## config.mk

```make
export PLATFORM = sky130hd
export DESIGN_NAME = iter_cmp
export DESIGN_NICKNAME = d
export VERILOG_FILES = /design/src/rtl/iter_cmp_pkg.sv /design/src/rtl/iter_cmp_chunk.sv /design/src/rtl/iter_cmp.sv
export SDC_FILE = /design/constraint.sdc
export NUM_CORES = 1
export LEC_CHECK = 0
export ABC_CLOCK_PERIOD_IN_PS = 2500
export CORE_ASPECT_RATIO = 0.9
export CORE_MARGIN = 2
export CORE_UTILIZATION = 56
export CTS_CLUSTER_SIZE = 40
export DETAILED_ROUTE_END_ITERATION = 12
export DONT_BUFFER_PORTS = 1
export GPL_TIMING_DRIVEN = 0
export HOLD_SLACK_MARGIN = 0.08
export PLACE_DENSITY = 0.74
export SLEW_MARGIN = 30
export SYNTH_ARGS = -nofsm -noshare
export SYNTH_HDL_FRONTEND = slang
export SYNTH_SLANG_ARGS = --single-unit
```

## constraint.sdc

```tcl
create_clock -name clk -period 2.5 [get_ports clk]
set_clock_uncertainty 0.2 [all_clocks]
set_input_delay 0.375 -clock clk [delete_from_list [all_inputs] [get_ports clk]]
set_output_delay 0.375 -clock clk [all_outputs]
set_load 0.005 [all_outputs]
```

## src/rtl/iter_cmp_pkg.sv

```systemverilog
// iter_cmp_pkg: shared enums and result decode for the iterative comparator
package iter_cmp_pkg;
  typedef enum logic [1:0] {CMP_LT, CMP_LE, CMP_EQ, CMP_NE} cmp_op_e;
  typedef enum logic [1:0] {S_IDLE, S_RUN, S_DONE} state_e;
  function automatic logic op_result(cmp_op_e op, logic lt_f, logic eq_f);
    return op == CMP_LT ? lt_f : op == CMP_LE ? (lt_f | eq_f) : op == CMP_EQ ? eq_f : ~eq_f;
  endfunction
endpackage

```

## src/rtl/iter_cmp_chunk.sv

```systemverilog
// cmp_chunk: unsigned equality and less-than of one CHUNK-bit slice
module cmp_chunk #(
  parameter int CHUNK = 8
) (
  input  logic [CHUNK-1:0] ca,
  input  logic [CHUNK-1:0] cb,
  output logic             eq,
  output logic             lt
);
  assign eq = ca == cb;
  assign lt = ca < cb;
endmodule

```

## src/rtl/iter_cmp.sv

```systemverilog
// iter_cmp: MSB-first chunked LT/LE/EQ/NE comparator with valid/ready handshakes
module iter_cmp
  import iter_cmp_pkg::*;
#(
  parameter int WIDTH = 32,
  parameter int CHUNK = 8
) (
  input  logic             clk,
  input  logic             rst,
  input  logic             in_valid,
  output logic             in_ready,
  input  logic [WIDTH-1:0] a,
  input  logic [WIDTH-1:0] b,
  input  logic [1:0]       op,
  input  logic             is_signed,
  output logic             out_valid,
  input  logic             out_ready,
  output logic             result,
  output logic             busy
);
  localparam int N = WIDTH / CHUNK;
  localparam int KW = N > 1 ? $clog2(N) : 1;
  localparam logic [WIDTH-1:0] MSB = {1'b1, {(WIDTH-1){1'b0}}};
  if (WIDTH < 2 || WIDTH % CHUNK != 0) begin : g_bad_params
    $error("iter_cmp: WIDTH must be >= 2 and a multiple of CHUNK");
  end
  state_e           state_q;
  logic [WIDTH-1:0] a_q, b_q;
  cmp_op_e          op_q;
  logic [KW-1:0]    k_q;
  logic             result_q;
  logic             c_eq, c_lt;
  cmp_chunk #(.CHUNK(CHUNK)) u_chunk (
    .ca(a_q[int'(k_q)*CHUNK +: CHUNK]),
    .cb(b_q[int'(k_q)*CHUNK +: CHUNK]),
    .eq(c_eq),
    .lt(c_lt)
  );
  // Signed operands are flipped to offset-binary so the chunk compare stays unsigned
  always_ff @(posedge clk) begin
    if (rst) begin
      state_q  <= S_IDLE;
      a_q      <= '0;
      b_q      <= '0;
      op_q     <= CMP_LT;
      k_q      <= '0;
      result_q <= 1'b0;
    end else begin
      case (state_q)
        S_IDLE: if (in_valid) begin
          a_q     <= a ^ (is_signed ? MSB : '0);
          b_q     <= b ^ (is_signed ? MSB : '0);
          op_q    <= cmp_op_e'(op);
          k_q     <= KW'(N-1);
          state_q <= S_RUN;
        end
        S_RUN: if (!c_eq || k_q == '0) begin
          result_q <= op_result(op_q, c_lt, c_eq);
          state_q  <= S_DONE;
        end else begin
          k_q <= k_q - 1'b1;
        end
        S_DONE: if (out_ready) state_q <= S_IDLE;
        default: state_q <= S_IDLE;
      endcase
    end
  end
  assign in_ready  = state_q == S_IDLE && !rst;
  assign out_valid = state_q == S_DONE;
  assign busy      = state_q != S_IDLE;
  assign result    = result_q;
endmodule

```

* Word-level counts from Yosys, hierarchy flattened
Cells that the tools add are included.
** Operators by class
- Mux-type cells :: 11
- Shift operators :: 2
- Reduce and logical (&&, ||, !) cells :: 13
- Add/subtract/negate cells :: 1
- $lt $le $gt $ge :: 1
- Eq/ne operators :: 9
- Bitwise logic cells :: 4
** Operator list (count)
- 32-bit by 6-bit variable part select with 8-bit output :: 2
- 32-bit XOR :: 2
- 32-bit 2-to-1 mux :: 1
- 2-bit 2-to-1 mux :: 5
- 8-bit equality test :: 1
- 8-bit < comparator :: 1
- 2-bit zero test :: 3
- 2-bit != test (second input constant) :: 3
- 2-bit case mux with 3 select lines :: 1
- 3-bit AND reduction :: 2
- 2-bit by 1-bit equality test with 1-bit output (second input constant) :: 2
- 2-bit equality test (second input constant) :: 2
- 2-bit case mux with 2 select lines :: 1
- 2-bit AND reduction :: 2
- 2-bit nonzero test :: 2
- 1-bit 2-to-1 mux :: 3
- 1-bit zero test :: 2
- 2-bit by 1-bit != test with 1-bit output (second input constant) :: 1
- 2-bit by 1-bit subtractor with 2-bit output (second input constant) :: 1
- 1-bit logical AND :: 1
- 1-bit logical OR :: 1
- 1-bit NOT :: 1
- 1-bit OR :: 1
** Word-level totals
- Input bits :: 71
- Logic and storage cells :: 47
- Flip-flop bits (word level) :: 71
- Output and inout port bits :: 4

* Logic depth before layout (Yosys ltp)
Gate-level depths: netlist of run 1.
- Word-level depth :: 6
- Depth in mapped cells :: 10

* Cells and area by module
A second synthesis of run 1 with hierarchy kept.
** Second synthesis, totals
- Cell total of the unflattened synthesis :: 364
- Area total of the unflattened synthesis :: 3200.6 um^2
** Modules (own cells, without submodules)
- iter_cmp :: cells each 337, area each 2986.6 um^2, instances 1
- cmp_chunk :: cells each 27, area each 214.0 um^2, instances 1

* Least setup slack after synthesis of run 1
OpenSTA, ideal clock, no wires.
- Kind :: flip-flop to flip-flop
- Start :: register k_q[0]
- End :: register result_q, in the netlist result
- Buffers on the path :: 2
- Data arrival time :: 2.304 ns
- Required time :: 2.183 ns
- Cell stages (with the launch flop) :: 9
- Path slack :: -0.121 ns
- Setup time :: 0.117 ns
- Path through :: dfxtp_1 -> buf_4 -> buf_4 -> mux4_2 -> ha_1 -> nand4_4 -> o311ai_2 -> a211oi_2 -> a32o_1
** Between the ends
- Word-level cells in the longest chain between the ends :: 6
- Elaborated cells on any way between the ends :: 13
** RTL lines
- start: declaration :: line iter_cmp.sv:30 : logic [KW-1:0] k_q;
- start signal: assignment :: line iter_cmp.sv:54 : k_q <= KW'(N-1);
- start signal: assignment :: line iter_cmp.sv:61 : k_q <= k_q - 1'b1;
- branches (longest 6 deep; another with 8-bit < comparator)
- end signal: assignment :: line iter_cmp.sv:58 : result_q <= op_result(op_q, c_lt, c_eq);
- end: declaration :: line iter_cmp.sv:31 : logic result_q;
Several ways; the timed one is not identified.
A chain may end at the register's enable or synchronous reset.

* Worst setup path after layout of run 1
Same ends and word-level chain as after synthesis.

==> run_results.csv, run 1 <==
group,metric,value,unit
routing,drc,0,
hold_path,hold_class,"primary input to flip-flop",
synthesis,synth_top_area_share,44.41,%
finish,nNetsFinal,531,
placed_design,post_dp_cell_area,0.003318,mm2
routing,wl_per_cell,18.29,um
power_and_ir_drop,power.clock.fraction,37.5,%
global_routing,grt.busiest_layer,"met2",
routing,finalWirelength,9618,um
power_and_ir_drop,seq_power_share,37.6,%
finish,layout_commonest_cell,"nand2_1",
synthesis,synth.cell_area,0.003201,mm2
timing,final-hold-violation-count,0,
clock_tree,numCtsBuffers,9,
worst_setup_path,crit_path_cell_trace,"buf_8 -> buf_12 -> mux4_2 -> ha_4 -> nand4_4 -> o311ai_4 -> a211oi_2 -> a32o_1",
worst_setup_path,end_kind,"flip-flop",
routing,vias,3112,
synthesis,syn_nets,448,
power_and_ir_drop,switching_share,28.23,%
synthesis,synth_flop_cell,"dfxtp_1",
global_routing,grt_max_degree,13,
timing,worst_pin_slew,0.5754,ns
timing,fmax,395.4,MHz
finish,layout_common_cells,"130 x nand2_1, 70 x a21oi_1, 70 x dfxtp_1, 67 x dlygate4sd3_1, 16 x mux4_2",
synthesis,synth_largest_area_cell,"dfxtp_1",
clock_tree,clock_sinks,71,
finish,drive_above_1_share,16.01,%
floorplanning,core,0.005595,mm2
synthesis,ys_types,31,
worst_setup_path,critPathLaunchType,"flip-flop",
power_and_ir_drop,leakage,1.666,nW
floorplanning,io_pins,75,
clock_tree,clk_pin_slew,0.08,ns
global_routing,grtUsageMet3,5.200,%
finish,layout-area-overhead-vs-synth,38.43,%
floorplanning,start_util,57.20,%
power_and_ir_drop,switchingPower,0.9620,mW
routing,drtPass1Iterations,8,
synthesis,synthTopCellsByArea,"dfxtp_1 44%, nand2_1 15%, mux4_2 11%",
power_and_ir_drop,combPwrFrac,24.8,%
global_routing,overflow,0,
timing,setup_viol,4,
floorplanning,rows,26,
power_and_ir_drop,vdd_drop_max,0.6853,mV
timing,fin_crit_sh,101.2,%
routing,drt_iter0_markers,325,
floorplanning,fp.dieW,83.69,um
worst_setup_path,cp_slowest_cell,"mux4_2",
global_routing,grt_first_pass_wirelength,14960,um
synthesis,netlist_instances,368,
synthesis,yosysSeqAreaShare,44.41,%
synthesis,synth_edf_count,0,
global_routing,antenna_found_initial,0,
synthesis,synth_warnings,0,
placed_design,gp_congestion,0.8430,
placed_design,hpwl,5546,um
global_routing,grt_pass1_vias,3124,
placed_design,port_buffers,0,
global_routing,grt_usage,30.80,%
power_and_ir_drop,power,3.408,mW
routing,drt-vias-per-instance,5.916,
clock_tree,h-tree-depth,3,
floorplanning,die_area,0.006337,mm2
clock_tree,cts_tree,"yes",
timing,layout_setup_ws,-0.02904,ns
placed_design,dpl_worst_slack,-0.2021,ns
finish,final_util,79.18,%
run_status,violations,"setup timing",
finish,diodes,0,
worst_setup_path,cp_data_required_time,2.55,ns
worst_setup_path,crit_arrival,2.58,ns
worst_setup_path,crit_type,"flip-flop to flip-flop",
timing,final.min_clock_period,2.529,ns
synthesis,avgSynthCellArea,8.697,um2
worst_setup_path,critPathMaxFanout,6,
finish,design_area,0.004431,mm2
clock_tree,clockBufferDepth,2,
worst_setup_path,max_stage_delay,0.52,ns
power_and_ir_drop,internal-power,2.446,mW
clock_tree,clk_latency,0.35,ns
timing,rsz0062_at_grt,"true",
routing,antenna_left,0,
finish,nFillCells,340,
synthesis,synth_seq_cells,71,
synthesis,synthArstFlopShare,0,%
run,drv_cap,0,
timing,slew_headroom,61.64,%
run_status,status,"complete, but fails checks",
floorplanning,fp.dieH,75.72,um
global_routing,grtUsageMet1,37.07,%
power_and_ir_drop,cellPowerDensity,769.3,mW/mm2
global_routing,met2_usage,54.67,%
timing,slew_violations,0,
clock_tree,cts_root_buffer,"clkbuf_8",
[per-layer routing]
| layer | share of wire, % | vias up | wire length (um) |
|---|---|---|---|
| li1 | - | 1403 | - |
| met1 | 39 | 1487 | 3763 |
| met2 | 50 | 181 | 4846 |
| met3 | 7.5 | 41 | 722 |
| met4 | 3.0 | 0 | 284 |
| met5 | 0 | - | 0 |
[power groups by stage]
stage / sequential (mW) / combinational, mW / clock, mW
after floorplan: 1.28 / 0.508 / 0
after global placement: 1.30 / 0.609 / 0
after detailed placement: 1.30 / 0.623 / 0
after CTS: 1.28 / 0.797 / 1.25
after global routing: 1.29 / 0.910 / 1.30
final: 1.28 / 0.847 / 1.28
[layout make-up]
| type | count | area (um2) | area share (%) |
|---|---|---|---|
| Multi-Input combinational cell | 257 | 1682 | 37.96 |
| Sequential cell | 71 | 1423 | 32.11 |
| Timing Repair Buffer | 72 | 724.4 | 16.35 |
| Buffer | 27 | 186.4 | 4.208 |
| Clock buffer | 11 | 151.4 | 3.417 |
| Clock inverter | 5 | 127.6 | 2.881 |
| Tap cell | 70 | 87.58 | 1.977 |
| Inverter | 13 | 48.80 | 1.101 |
[worst max-delay path, delay by kind of cell, from the launching register on]
| kind | cells | cell delay, ns |
|---|---|---|
| mux | 1 | 0.52 |
| simple gates | 1 | 0.18 |
| flops | 1 | 0.34 |
| compound gates | 3 | 0.62 |
| buf+inv | 2 | 0.24 |
| fa+ha+maj | 1 | 0.31 |
[registers in the layout, summed over array words and instances, names as in the netlist]
| register | flops |
|---|---|
| result | 1 |
| state_q | 2 |
| a_q | 32 |
| k_q | 2 |
| op_q | 2 |
| b_q | 32 |
[timing repair]
action | CTS | global route
buffers inserted | 4 | 1
pin swaps | 6 | 8
setup endpoints to repair | 5 | 5
hold buffers | 67 | 0
endpoints found under the hold margin | 66 | 0
resized for setup | 16 | 3
[metrics by stage]
| stage | std cells | setup TNS, ns | hold WS [ns] |
|---|---|---|---|
| floorplan | 368 | 0 | 0.2331 |
| global placement | 438 | -0.6052 | 0.2392 |
| detailed placement | 438 | -0.7434 | 0.2431 |
| CTS | 525 | 0 | 0.08859 |
| global route | 526 | -0.4493 | 0.1012 |
| finish | 526 | -0.06650 | 0.09336 |
[cell usage after synthesis, types with 2 or more instances]
library cell    n
and2_1          2
a21oi_1        70
nand2_1       130
nand4_4         2
xnor2_1         3
inv_1          13
dfxtp_1        71
nor2_1          5
clkbuf_1        7
buf_6           4
o21ai_0         4
buf_2          12
buf_4           3
mux4_2         16
a211oi_1        2
ha_1            9
[worst paths after layout]
kind / depth (start not counted) / end / slack, ns / from
setup / recovery: 8 / result / -0.03 / k_q[0]
hold / removal: 2 / a_q[31] / 0.09 / a[31]
setup reg to reg: 8 / result / -0.03 / k_q[0]
hold reg to reg: 2 / b_q[22] / 0.26 / b_q[22]
[kinds of logic after synthesis]
| group | count (synthesis) | share of synthesized area [%] |
|---|---|---|
| and+or+nand+nor | 145 | 18.96 |
| adders and majority gates | 9 | 3.518 |
| DFF | 71 | 44.41 |
| AOI/OAI and AO/OA | 83 | 14.27 |
| muxes | 17 | 11.57 |
| buffers and inverters | 40 | 6.450 |
| xor gates and xnor gates | 3 | 0.8211 |
Note: power is estimated with default switching activity, not from simulation.
==> run 2: changes to the inputs <==
CORE_ASPECT_RATIO = not set   (was 0.9)
PLACE_DENSITY = not set   (was 0.74)
PLACE_DENSITY_LB_ADDON = 0.2   (was not set)
SETUP_SLACK_MARGIN = 0.02   (was not set)
==> run 2 against run 1 <==
Effect of this change: non-clock buffer count up 6; wire length down 5.7%; register-to-register slack worse by 0.06 ns; via count down 3.5%; the run still ends with setup timing left; worst setup slack worse by 0.064 ns.
==> run_results.csv, run 2 (synthesized netlist as in run 1, its figures left out) <==
group,metric,value,unit
global_routing,grt_max_degree,13,
finish,layout_common_cells,"130 x nand2_1, 70 x a21oi_1, 70 x dfxtp_1, 69 x dlygate4sd3_1, 16 x mux4_2",
worst_setup_path,max_stage_delay,0.54,ns
power_and_ir_drop,seq_power_share,38.8,%
finish,nNetsFinal,537,
clock_tree,cts_root_buffer,"clkbuf_8",
finish,multi_input_area,0.001695,mm2
finish,top_regs,"a_q (32), b_q (32)",
floorplanning,io_pins,75,
worst_setup_path,crit_arrival,2.64,ns
clock_tree,h-tree-depth,3,
global_routing,antenna_found_initial,0,
finish,layout-area-overhead-vs-synth,39.44,%
run,drv_cap,0,
worst_setup_path,r2r_start,"k_q[0]",
placed_design,port_buffers,0,
routing,drt_iter0_markers,211,
timing,fmax,385.7,MHz
global_routing,grt_usage,29.75,%
floorplanning,fp.dieH,79.60,um
routing,antenna_left,0,
placed_design,post_dp_cell_area,0.003362,mm2
power_and_ir_drop,power,3.290,mW
finish,diodes,0,
floorplanning,fp.dieW,79.60,um
timing,final.min_clock_period,2.593,ns
hold_path,min_from,"in_valid",
power_and_ir_drop,combPwrFrac,26.8,%
timing,setup_viol,4,
routing,wl_per_cell,16.98,um
timing,final-hold-violation-count,0,
timing,layout_setup_ws,-0.09294,ns
routing,vias,3004,
worst_setup_path,cp_slowest_cell,"mux4_2",
power_and_ir_drop,switchingPower,0.9434,mW
hold_path,hold_class,"primary input to flip-flop",
run_status,violations,"setup timing",
power_and_ir_drop,leakage,1.685,nW
run_status,status,"complete, but fails checks",
placed_design,hpwl,5516,um
finish,drive_above_1_share,16.88,%
worst_setup_path,worst_r2r_path_depth,9,
power_and_ir_drop,vdd_drop_max,0.6241,mV
worst_setup_path,crit_path_cell_trace,"buf_8 -> buf_12 -> mux4_2 -> ha_4 -> nand4_4 -> buf_4 -> o311ai_4 -> a211oi_2 -> a32o_1",
worst_setup_path,cp_data_required_time,2.55,ns
worst_setup_path,critPathLaunchType,"flip-flop",
worst_setup_path,rrSetupSlack,-0.09,ns
global_routing,overflow,0,
worst_setup_path,r2r_end,"result",
routing,finalWirelength,9069,um
clock_tree,cts_tree,"yes",
placed_design,dpl_worst_slack,-0.1776,ns
floorplanning,core,0.005507,mm2
routing,drtPass1Iterations,5,
placed_design,gp_congestion,0.8902,
global_routing,grt_pass1_vias,2970,
timing,slew_headroom,59.62,%
finish,layout_commonest_cell,"nand2_1",
timing,hold_ws,0.1534,ns
routing,drc,0,
clock_tree,clockBufferDepth,2,
worst_setup_path,end_kind,"flip-flop",
clock_tree,clock_sinks,71,
power_and_ir_drop,internal-power,2.347,mW
power_and_ir_drop,cellPowerDensity,737.2,mW/mm2
floorplanning,start_util,58.12,%
timing,fin_crit_sh,103.7,%
global_routing,grt_first_pass_wirelength,13950,um
clock_tree,numCtsBuffers,9,
hold_path,worstHoldPathCells,3,
power_and_ir_drop,power.clock.fraction,34.4,%
finish,design_area,0.004463,mm2
floorplanning,die_area,0.006336,mm2
clock_tree,clk_latency,0.36,ns
power_and_ir_drop,switching_share,28.67,%
clock_tree,clk_pin_slew,0.07,ns
worst_setup_path,crit_type,"flip-flop to flip-flop",
timing,slew_violations,0,
hold_path,min_to,"state_q[0]",
finish,nFillCells,349,
timing,worst_pin_slew,0.6057,ns
floorplanning,rows,27,
routing,drt-vias-per-instance,5.625,
worst_setup_path,critPathMaxFanout,7,
finish,final-seq-area,0.001423,mm2
timing,rsz0062_at_grt,"true",
==> run 2: final cells by class <==
class,count,share of cell area [%]
Buffer,27,4.177
Clock buffer,10,3.084
Clock inverter,6,2.411
Inverter,13,1.093
Multi-Input combinational cell,257,37.99
Sequential cell,71,31.88
Tap cell,72,2.019
Timing Repair Buffer,78,17.35
==> run 2: critical path, delay by kind of cell, from the launching register on <==
family / cells / cell delay (ns)
DFF: 1 / 0.34
AOI/OAI and AO/OA: 3 / 0.52
buffers and inverters: 3 / 0.43
and+or+nand+nor: 1 / 0.15
adders and majority gates: 1 / 0.30
muxes: 1 / 0.54
==> run 2: worst max path at each step <==
stage | start | end | cells past startpoint
6_report | k_q[0] | result | 9
5_1_grt | k_q[0] | result | 9
4_1_cts | k_q[0] | result | 8
3_5_place_dp | k_q[1] | result | 8
3_3_place_gp | k_q[1] | result | 8
2_1_floorplan | k_q[0] | result | 9
==> run 2: repair_timing <==
item | in CTS | in global routing
endpoints found under the setup margin | 5 | 5
cloned | 0 | 0
pin swaps | 8 | 7
resized for setup | 10 | 6
hold endpoints to repair | 67 | 0
setup buffers | 5 | 4
hold buffers | 69 | 0
==> run 2: power groups by stage <==
stage / combinational, mW / clock, mW / sequential (mW)
CTS: 0.804 / 1.13 / 1.27
finish: 0.881 / 1.13 / 1.28
floorplan: 0.528 / 0 / 1.28
detailed placement: 0.645 / 0 / 1.30
global route: 0.950 / 1.20 / 1.29
global placement: 0.631 / 0 / 1.30
==> run 2: layer usage <==
metal / track usage (%) / part of all wire (%)
met2: 50.08 / 50
met3: 8.937 / 6.6
met5: 0 / 0
met1: 36.62 / 40
met4: 9.310 / 2.7
==> run 2: per-stage QoR <==
step           setup TNS (ns)  util (%)  instances
5_1_grt               -0.4741     81.05        534
3_3_place_gp          -0.3848     61.05        440
4_1_cts                     0     80.12        530
6_report              -0.2437     81.05        534
3_5_place_dp          -0.5509     61.05        440
2_1_floorplan               0         -        368
